[src/rtl/lcd_pattern_sched.sv]
// rtl/lcd_pattern_sched.sv - frame-aligned test pattern mode scheduler with debounced key and auto-cycle
module lcd_pattern_sched #(
   parameter int NUM_MODES    = 4,
   parameter int DEBOUNCE_CYC = 500000,
   parameter int DEBOUNCE_W   = 20,
   parameter int AUTO_FRAMES  = 120,
   parameter int AUTO_W       = 8
) (
   input  logic       clk,
   input  logic       rst_n,
   input  logic       frame_start,
   input  logic       key_n,
   input  logic       auto_en,
   output logic [1:0] mode_sel,
   output logic       mode_chg,
   output logic       req_pend
);

   localparam logic [DEBOUNCE_W-1:0] DB_LAST   = DEBOUNCE_W'(DEBOUNCE_CYC - 1);
   localparam logic [AUTO_W-1:0]     AUTO_LAST = AUTO_W'(AUTO_FRAMES - 1);
   localparam logic [1:0]            MODE_LAST = 2'(NUM_MODES - 1);

   typedef enum logic [1:0] {UP, DN_CHK, DOWN, UP_CHK} db_state_t;

   db_state_t             state, state_nxt;
   logic [DEBOUNCE_W-1:0] cnt, cnt_nxt;
   logic                  key_meta, key_s, key_evt;
   logic [AUTO_W-1:0]     auto_cnt;
   logic                  auto_hit, adv;

   // Two-flop synchronizer; idles released (1) so reset never looks like a press.
   always_ff @(posedge clk or negedge rst_n) begin
      if (!rst_n) begin
         key_meta <= 1'b1;
         key_s    <= 1'b1;
      end else begin
         key_meta <= key_n;
         key_s    <= key_meta;
      end
   end

   // Debounce state and stability counter.
   always_ff @(posedge clk or negedge rst_n) begin
      if (!rst_n) begin
         state <= UP;
         cnt   <= '0;
      end else begin
         state <= state_nxt;
         cnt   <= cnt_nxt;
      end
   end

   // Debounce next-state: a level must hold DEBOUNCE_CYC cycles; only the press edge emits key_evt.
   always_comb begin
      state_nxt = state;
      cnt_nxt   = cnt;
      key_evt   = 1'b0;
      case (state)
         UP: begin
            if (!key_s) begin
               state_nxt = DN_CHK;
               cnt_nxt   = '0;
            end
         end
         DN_CHK: begin
            if (key_s) begin
               state_nxt = UP;
               cnt_nxt   = '0;
            end else if (cnt == DB_LAST) begin
               state_nxt = DOWN;
               cnt_nxt   = '0;
               key_evt   = 1'b1;
            end else begin
               cnt_nxt = cnt + DEBOUNCE_W'(1);
            end
         end
         DOWN: begin
            if (key_s) begin
               state_nxt = UP_CHK;
               cnt_nxt   = '0;
            end
         end
         UP_CHK: begin
            if (!key_s) begin
               state_nxt = DOWN;
               cnt_nxt   = '0;
            end else if (cnt == DB_LAST) begin
               state_nxt = UP;
               cnt_nxt   = '0;
            end else begin
               cnt_nxt = cnt + DEBOUNCE_W'(1);
            end
         end
         default: begin
            state_nxt = UP;
            cnt_nxt   = '0;
         end
      endcase
   end

   // Key and auto sources merge into one advance, only ever on a frame boundary.
   assign auto_hit = frame_start && auto_en && (auto_cnt == AUTO_LAST);
   assign adv      = frame_start && (req_pend || key_evt || auto_hit);

   // Mode register, change strobe, pending-key latch and auto frame counter.
   always_ff @(posedge clk or negedge rst_n) begin
      if (!rst_n) begin
         mode_sel <= 2'd0;
         mode_chg <= 1'b0;
         req_pend <= 1'b0;
         auto_cnt <= '0;
      end else begin
         mode_chg <= adv;
         if (adv) begin
            mode_sel <= (mode_sel == MODE_LAST) ? 2'd0 : mode_sel + 2'd1;
         end
         if (adv) begin
            req_pend <= 1'b0;
         end else if (key_evt) begin
            req_pend <= 1'b1;
         end
         if (!auto_en || adv) begin
            auto_cnt <= '0;
         end else if (frame_start) begin
            auto_cnt <= auto_cnt + AUTO_W'(1);
         end
      end
   end

endmodule

[config.mk]
export PLATFORM = sky130hd
export DESIGN_NAME = lcd_pattern_sched
export DESIGN_NICKNAME = d
export VERILOG_FILES = /design/src/rtl/lcd_pattern_sched.sv
export SDC_FILE = /design/constraint.sdc
export NUM_CORES = 1
export LEC_CHECK = 0
export CAP_MARGIN = 5
export CORE_ASPECT_RATIO = 1.5
export CORE_MARGIN = 10
export CORE_UTILIZATION = 54
export CTS_CLUSTER_SIZE = 14
export DETAILED_ROUTE_END_ITERATION = 6
export PLACE_DENSITY = 0.78
export SYNTH_ARGS = -nofsm -noshare
export SYNTH_HDL_FRONTEND = slang
export SYNTH_SLANG_ARGS = --single-unit
[constraint.sdc]
create_clock -name clk -period 1.9 [get_ports clk]
set_input_delay 0.38 -clock clk [delete_from_list [all_inputs] [get_ports clk]]
set_output_delay 0.38 -clock clk [all_outputs]
set_load 0.02 [all_outputs]
==> results of run 1 <==
synthesized netlist by cell type (2+ instances only):
cell,number
o21ai_0,10
nand4_1,5
nor3_1,4
a21o_1,4
a21oi_1,8
dfrtp_1,34
and3_1,5
nand3_1,14
a211oi_1,2
nand4b_1,2
or2_2,2
buf_6,4
dfstp_2,2
nor4_1,3
nand3b_1,3
o21ai_1,9
a21oi_2,2
nor4bb_1,2
a22o_1,3
ha_1,3
mux2_4,2
o31ai_1,2
mux2i_1,2
buf_4,2
and2_1,4
or3_1,5
nor2_1,10
inv_1,10
a31oi_1,2
xnor2_1,2
and4_1,6
nand2_1,16
nand2b_1,2
flip-flops by register name, summed over array words and instances, names as in the netlist, named ones only:
register	flops
auto_cnt	8
cnt	20
key_meta	1
key_s	1
mode_chg	1
mode_sel	2
req_pend	1
state	1
power by group through the flow:
stage,Combinational [mW],Clock (mW),Sequential [mW]
5_1_grt,0.162,0.615,0.800
6_report,0.146,0.568,0.797
3_5_place_dp,0.138,0,0.810
4_1_cts,0.139,0.584,0.795
2_1_floorplan,0.0701,0,0.814
3_3_place_gp,0.135,0,0.809
routing by layer:
layer  part of all wire  track usage  wire length, microns
met4              0.026       0.0726                   121
met5                  0            0                     0
met3              0.038       0.0309                   175
met1               0.42        0.147                  1940
met2               0.51        0.261                  2340
timing repair:
item                                    4_1_cts  5_1_grt
gates resized for setup                       2        6
pin swaps                                     0        6
endpoints found under the setup margin        5       10
setup buffers                                 0        3
metrics by stage:
stage | TNS [ns] | area, sq um | util | cells | setup WS (ns)
floorplan | 0 | 2070 | - | 209 | 0.0936
global placement | -0.00914 | 2380 | 0.647 | 283 | -0.00475
detailed placement | -0.134 | 2380 | 0.647 | 283 | -0.0442
CTS | 0 | 2480 | 0.672 | 291 | 0.00168
global route | -0.0844 | 2540 | 0.689 | 294 | -0.0351
finish | 0 | 2540 | 0.689 | 294 | 0.0687
kinds of logic (layout without fill, tap and decap cells):
family | count (synthesis) | after routing | synth area share
AOI/OAI and AO/OA | 48 | 48 | 0.151
xor gates and xnor gates | 3 | 3 | 0.0163
adders and majority gates | 3 | 3 | 0.0182
buffers and inverters | 17 | 59 | 0.0490
DFF | 36 | 36 | 0.437
muxes | 5 | 5 | 0.0297
and+or+nand+nor | 97 | 97 | 0.298
worst paths after layout:
kind	from	to	slack, ns	cells after the start
max	cnt[5]	mode_sel[0]	0.07	6
min	rst_n	req_pend	0.04	2
max reg2reg	cnt[5]	mode_sel[0]	0.07	6
min reg2reg	key_meta	key_s	0.36	0
max in group asynchronous	rst_n	key_meta	1.61	2
min in group clk	key_meta	key_s	0.36	0
cell type report:
type / count / area share
clock buffers: 8 / 0.0355
inverters: 10 / 0.0148
multi-input cells: 156 / 0.430
flip-flops and latches: 36 / 0.357
well taps: 43 / 0.0212
repair buffers: 41 / 0.142
cells in the final DEF, fill, tap and decap left out, drive strengths merged, types with 3 or more instances in the layout:
master / count
and4: 7
a21oi: 10
mux2: 3
a211oi: 3
a21o: 5
and2: 5
o21ai: 19
clkbuf: 8
a22o: 3
nand3: 14
ha: 3
dfrtp: 34
buf: 34
and3: 6
nand4: 6
nor4: 5
nor2: 11
xnor2: 3
nand2b: 3
nor3: 4
inv: 10
or3: 5
clkdlybuf4s50: 7
nand2: 18
nand3b: 3
==> flow_summary.json, run 1 <==
{
  "status": "completed",
  "tightestPinTransition_ns": 0.637,
  "period_needed_ns": 1.83,
  "cts_buffers": 5,
  "cts_sinks": 36,
  "fp-row-count": 27,
  "synth_flop_cell": "dfrtp_1",
  "gr-total-overflow": 0,
  "crit_type": "reg -> reg",
  "hold_viol_final": 0,
  "grt_setup_unrepaired": "true",
  "yosysTopAreaCell": "dfrtp_1",
  "drive_above_1_share": 0.271,
  "drt-initial-drc-count": 155,
  "grt_pass1_wl_microns": 7960,
  "slew_headroom": 0.575,
  "gp_congestion": 0.859,
  "hold_slack_ns": 0.0361,
  "internal_power_mw": 1.15,
  "drv_cap": 0,
  "critPathCaptureType": "flop",
  "crit_fanout": 6,
  "netlist-cell-type-count": 56,
  "startpoint_type": "flop",
  "worst-endpoint-required_ns": 2.08,
  "die_h_microns": 95.8,
  "pwr-share-comb": 0.097,
  "synth_area_per_cell_sq_um": 9.89,
  "yosysSeqAreaShare": 0.437,
  "synth_edf_count": 0,
  "yosys-top-cells-area": "dfrtp_1 (41%), nand3_1 (3.4%), nand2_1 (2.9%), dfstp_2 (2.5%), and4_1 (2.5%)",
  "powerDensity_nw_per_um2": 596,
  "via_per_inst": 6.03,
  "fillerInstances": 279,
  "crit_slowest_cell": "dfrtp_1",
  "regArea_sq_um": 905,
  "crit_buf_inv": 1,
  "hold_path_class": "in -> async",
  "holdBufCountCts": 0,
  "diodes": 0,
  "firstDrtPassIters": 5,
  "initial_core_util": 0.561,
  "multi_input_area_sq_um": 1090,
  "port_buffers": 8,
  "die_w_microns": 70.5,
  "grt_max_degree": 37,
  "core_area_sq_um": 3680,
  "ios": 9,
  "ir_drop_mv": 0.516,
  "ys_ff_latch": 36,
  "area_growth_pct": 22.8,
  "vias": 1773,
  "nNetsFinal": 258,
  "worstPathCellList": "buf_4 -> nor4bb_1 -> and4_1 -> a21oi_2 -> nand2b_4 -> mux2_4",
  "syn_inst": 209,
  "routed_wl_microns": 4580,
  "clkLatencyLatePin_ns": 0.29,
  "power.total_mw": 1.51,
  "worst_ep_arrival_time_ns": 2.01,
  "cts_buffer_depth": 2,
  "clkTransAtPathRegs_ns": 0.07,
  "power_switching_share": 0.242,
  "antenna_found_initial": 0,
  "drc": 0,
  "ant_nets": 0,
  "clock_skew_ns": 0.00553,
  "clkPwrFrac": 0.376,
  "grtUsageTotal": 0.141,
  "critPathMaxStageDelay_ns": 0.40,
  "first_global_vias": 1792,
  "synth_warnings": 0,
  "synth_top_area_share": 0.412,
  "pwr-share-seq": 0.527,
  "syn_nets": 217,
  "post-route-period-util": 0.964,
  "dp_hpwl_microns": 3180,
  "p_switching_mw": 0.366,
  "cts_max_level": 2,
  "wl_per_cell_microns": 15.6,
  "cts_tree": "yes",
  "syn-cell-area_sq_um": 2070,
  "p_leak_nw": 1.16,
  "finalSetupViolations": 0,
  "die-area_sq_um": 6750,
  "slew_violations": 0,
  "root_buffer": "clkbuf_8",
  "path_delay_family": "simple AND/OR/NAND/NOR gates",
  "max_freq_mhz": 546,
  "synthArstFlopShare": 1.00
}
Note: power is estimated with default switching activity, not from simulation.
==> run 2: changes to the inputs <==
--- a/config.mk
+++ b/config.mk
@@ -8,10 +8,10 @@
 export CAP_MARGIN = 5
 export CORE_ASPECT_RATIO = 1.5
 export CORE_MARGIN = 10
-export CORE_UTILIZATION = 54
+export CORE_UTILIZATION = 39
 export CTS_CLUSTER_SIZE = 14
 export DETAILED_ROUTE_END_ITERATION = 6
-export PLACE_DENSITY = 0.78
+export PLACE_DENSITY = 0.6
 export SYNTH_ARGS = -nofsm -noshare
 export SYNTH_HDL_FRONTEND = slang
 export SYNTH_SLANG_ARGS = --single-unit
==> flow_summary.json, run 2 (same netlist as run 1, synthesis figures left out) <==
{
  "status": "completed",
  "tns_ns": 0,
  "drive_above_1_share": 0.279,
  "core_area_sq_um": 5120,
  "slew_headroom": 0.679,
  "worst_ep_arrival_time_ns": 2.01,
  "die_h_microns": 109,
  "wl_met1_microns": 1890,
  "port_buffers": 8,
  "clkTransAtPathRegs_ns": 0.07,
  "tightestPinTransition_ns": 0.481,
  "finalSetupViolations": 0,
  "via_per_inst": 5.56,
  "diodes": 0,
  "post_cts_buffers": 0,
  "highest_layer": "met4",
  "powerDensity_nw_per_um2": 600,
  "grtUsageTotal": 0.122,
  "clkLatencyLatePin_ns": 0.29,
  "ios": 9,
  "power.total_mw": 1.54,
  "startpoint_type": "flop",
  "dp_hpwl_microns": 3500,
  "worst-endpoint-required_ns": 2.13,
  "hold_viol_final": 0,
  "worstPathCellList": "buf_4 -> nand4_1 -> nor4_4 -> nand2_2 -> or4_1 -> nand3_1",
  "fin_area_sq_um": 2580,
  "fin_cells": 319,
  "largest_reg_flops": 20,
  "vias": 1774,
  "r2r-start": "cnt[0]",
  "cts_tree": "yes",
  "period_needed_ns": 1.77,
  "slew_violations": 0,
  "post-route-period-util": 0.933,
  "gp_congestion": 0.796,
  "ant_nets": 0,
  "antenna_found_initial": 0,
  "critPathMaxStageDelay_ns": 0.42,
  "crit_type": "reg -> reg",
  "p_leak_nw": 1.18,
  "met2_length_microns": 2650,
  "fin_util": 0.503,
  "path_delay_family": "simple AND/OR/NAND/NOR gates",
  "max_freq_mhz": 564,
  "area_growth_pct": 24.6,
  "rr_worst_depth": 6,
  "initial_core_util": 0.403,
  "largest-register": "cnt",
  "crit_fanout": 6,
  "setup_ws_ns": 0.127,
  "hold_path_class": "in -> async",
  "worstSetupEndpoint": "cnt[19]",
  "cts_buffers": 5,
  "wl_per_cell_microns": 15.2,
  "fillerInstances": 519,
  "reg_top3": "cnt x20, auto_cnt x8, mode_sel x2",
  "drv_cap": 0,
  "cts_sinks": 36,
  "dpl.cell_count": 311,
  "die_w_microns": 79.4,
  "routed-wl-met3_microns": 159,
  "r2r-end": "cnt[19]",
  "grt_max_degree": 37,
  "cp.depth": 6,
  "die-area_sq_um": 8670,
  "root_buffer": "clkbuf_8",
  "crit_buf_inv": 1,
  "firstDrtPassIters": 4,
  "nNetsFinal": 258,
  "cts_buffer_depth": 2,
  "place_ws_ns": -0.0356,
  "cp-startpoint": "cnt[0]",
  "clock_skew_ns": 0.00769,
  "gr-total-overflow": 0,
  "rrSetupSlack_ns": 0.13,
  "ir_drop_mv": 0.261,
  "dpl_cell_area_sq_um": 2410,
  "hold_slack_ns": 0.133,
  "crit_slowest_cell": "nor4_4",
  "layout_common_cells": "dfrtp_1 (33), buf_4 (33), nand2_1 (16)",
  "drt-initial-drc-count": 50,
  "routed_wl_microns": 4850,
  "first_global_vias": 1851,
  "grt_pass1_wl_microns": 8450,
  "grt_setup_unrepaired": "true",
  "holdBufCountCts": 0,
  "cts_max_level": 2,
  "drc": 0,
  "fp-row-count": 32,
  "critPathCaptureType": "flop"
}
[run 2: cell type report]
type,count,area (sq um),area share
Clock buffer,8,100,0.0389
Timing Repair Buffer,41,323,0.125
Tap cell,68,85.1,0.0330
Inverter,10,37.5,0.0146
Multi-Input combinational cell,156,1130,0.437
Sequential cell,36,905,0.351
[run 2: how the worst min path moves through the flow]
stage / start / end / slack (ns) / cells after the start
after detailed placement: key_meta / key_s / 0.35 / 0
after CTS: rst_n / auto_cnt[5] / 0.14 / 2
after global placement: key_meta / key_s / 0.35 / 0
after global routing: rst_n / cnt[7] / 0.16 / 2
after floorplan: rst_n / asynchronous set/reset pin / 0.08 / 0
final: rst_n / cnt[14] / 0.13 / 2
[run 2: per-layer routing]
metal,track usage,up-vias
li1,-,853
met1,0.117,885
met2,0.232,23
met3,0.0297,13
met4,0.0604,0
met5,0,-
[run 2: what timing repair did]
item,4_1_cts,5_1_grt
pin swaps,0,2
endpoints found under the setup margin,1,9
resized for setup,1,9
gates cloned,0,0
[run 2: worst reg2reg max path, cell delays in order, from the launching register on]
cell	delay (ns)
dfrtp_1	0.40
buf_4	0.15
nand4_1	0.14
nor4_4	0.42
nand2_2	0.12
or4_1	0.40
nand3_1	0.09
[run 2: report_power, final]
group | total (mW) | internal (mW) | switching (mW)
clock | 0.611 | 0.331 | 0.279
combinational | 0.137 | 0.0604 | 0.0763
sequential | 0.798 | 0.781 | 0.0161
total | 1.54 | 1.17 | 0.372
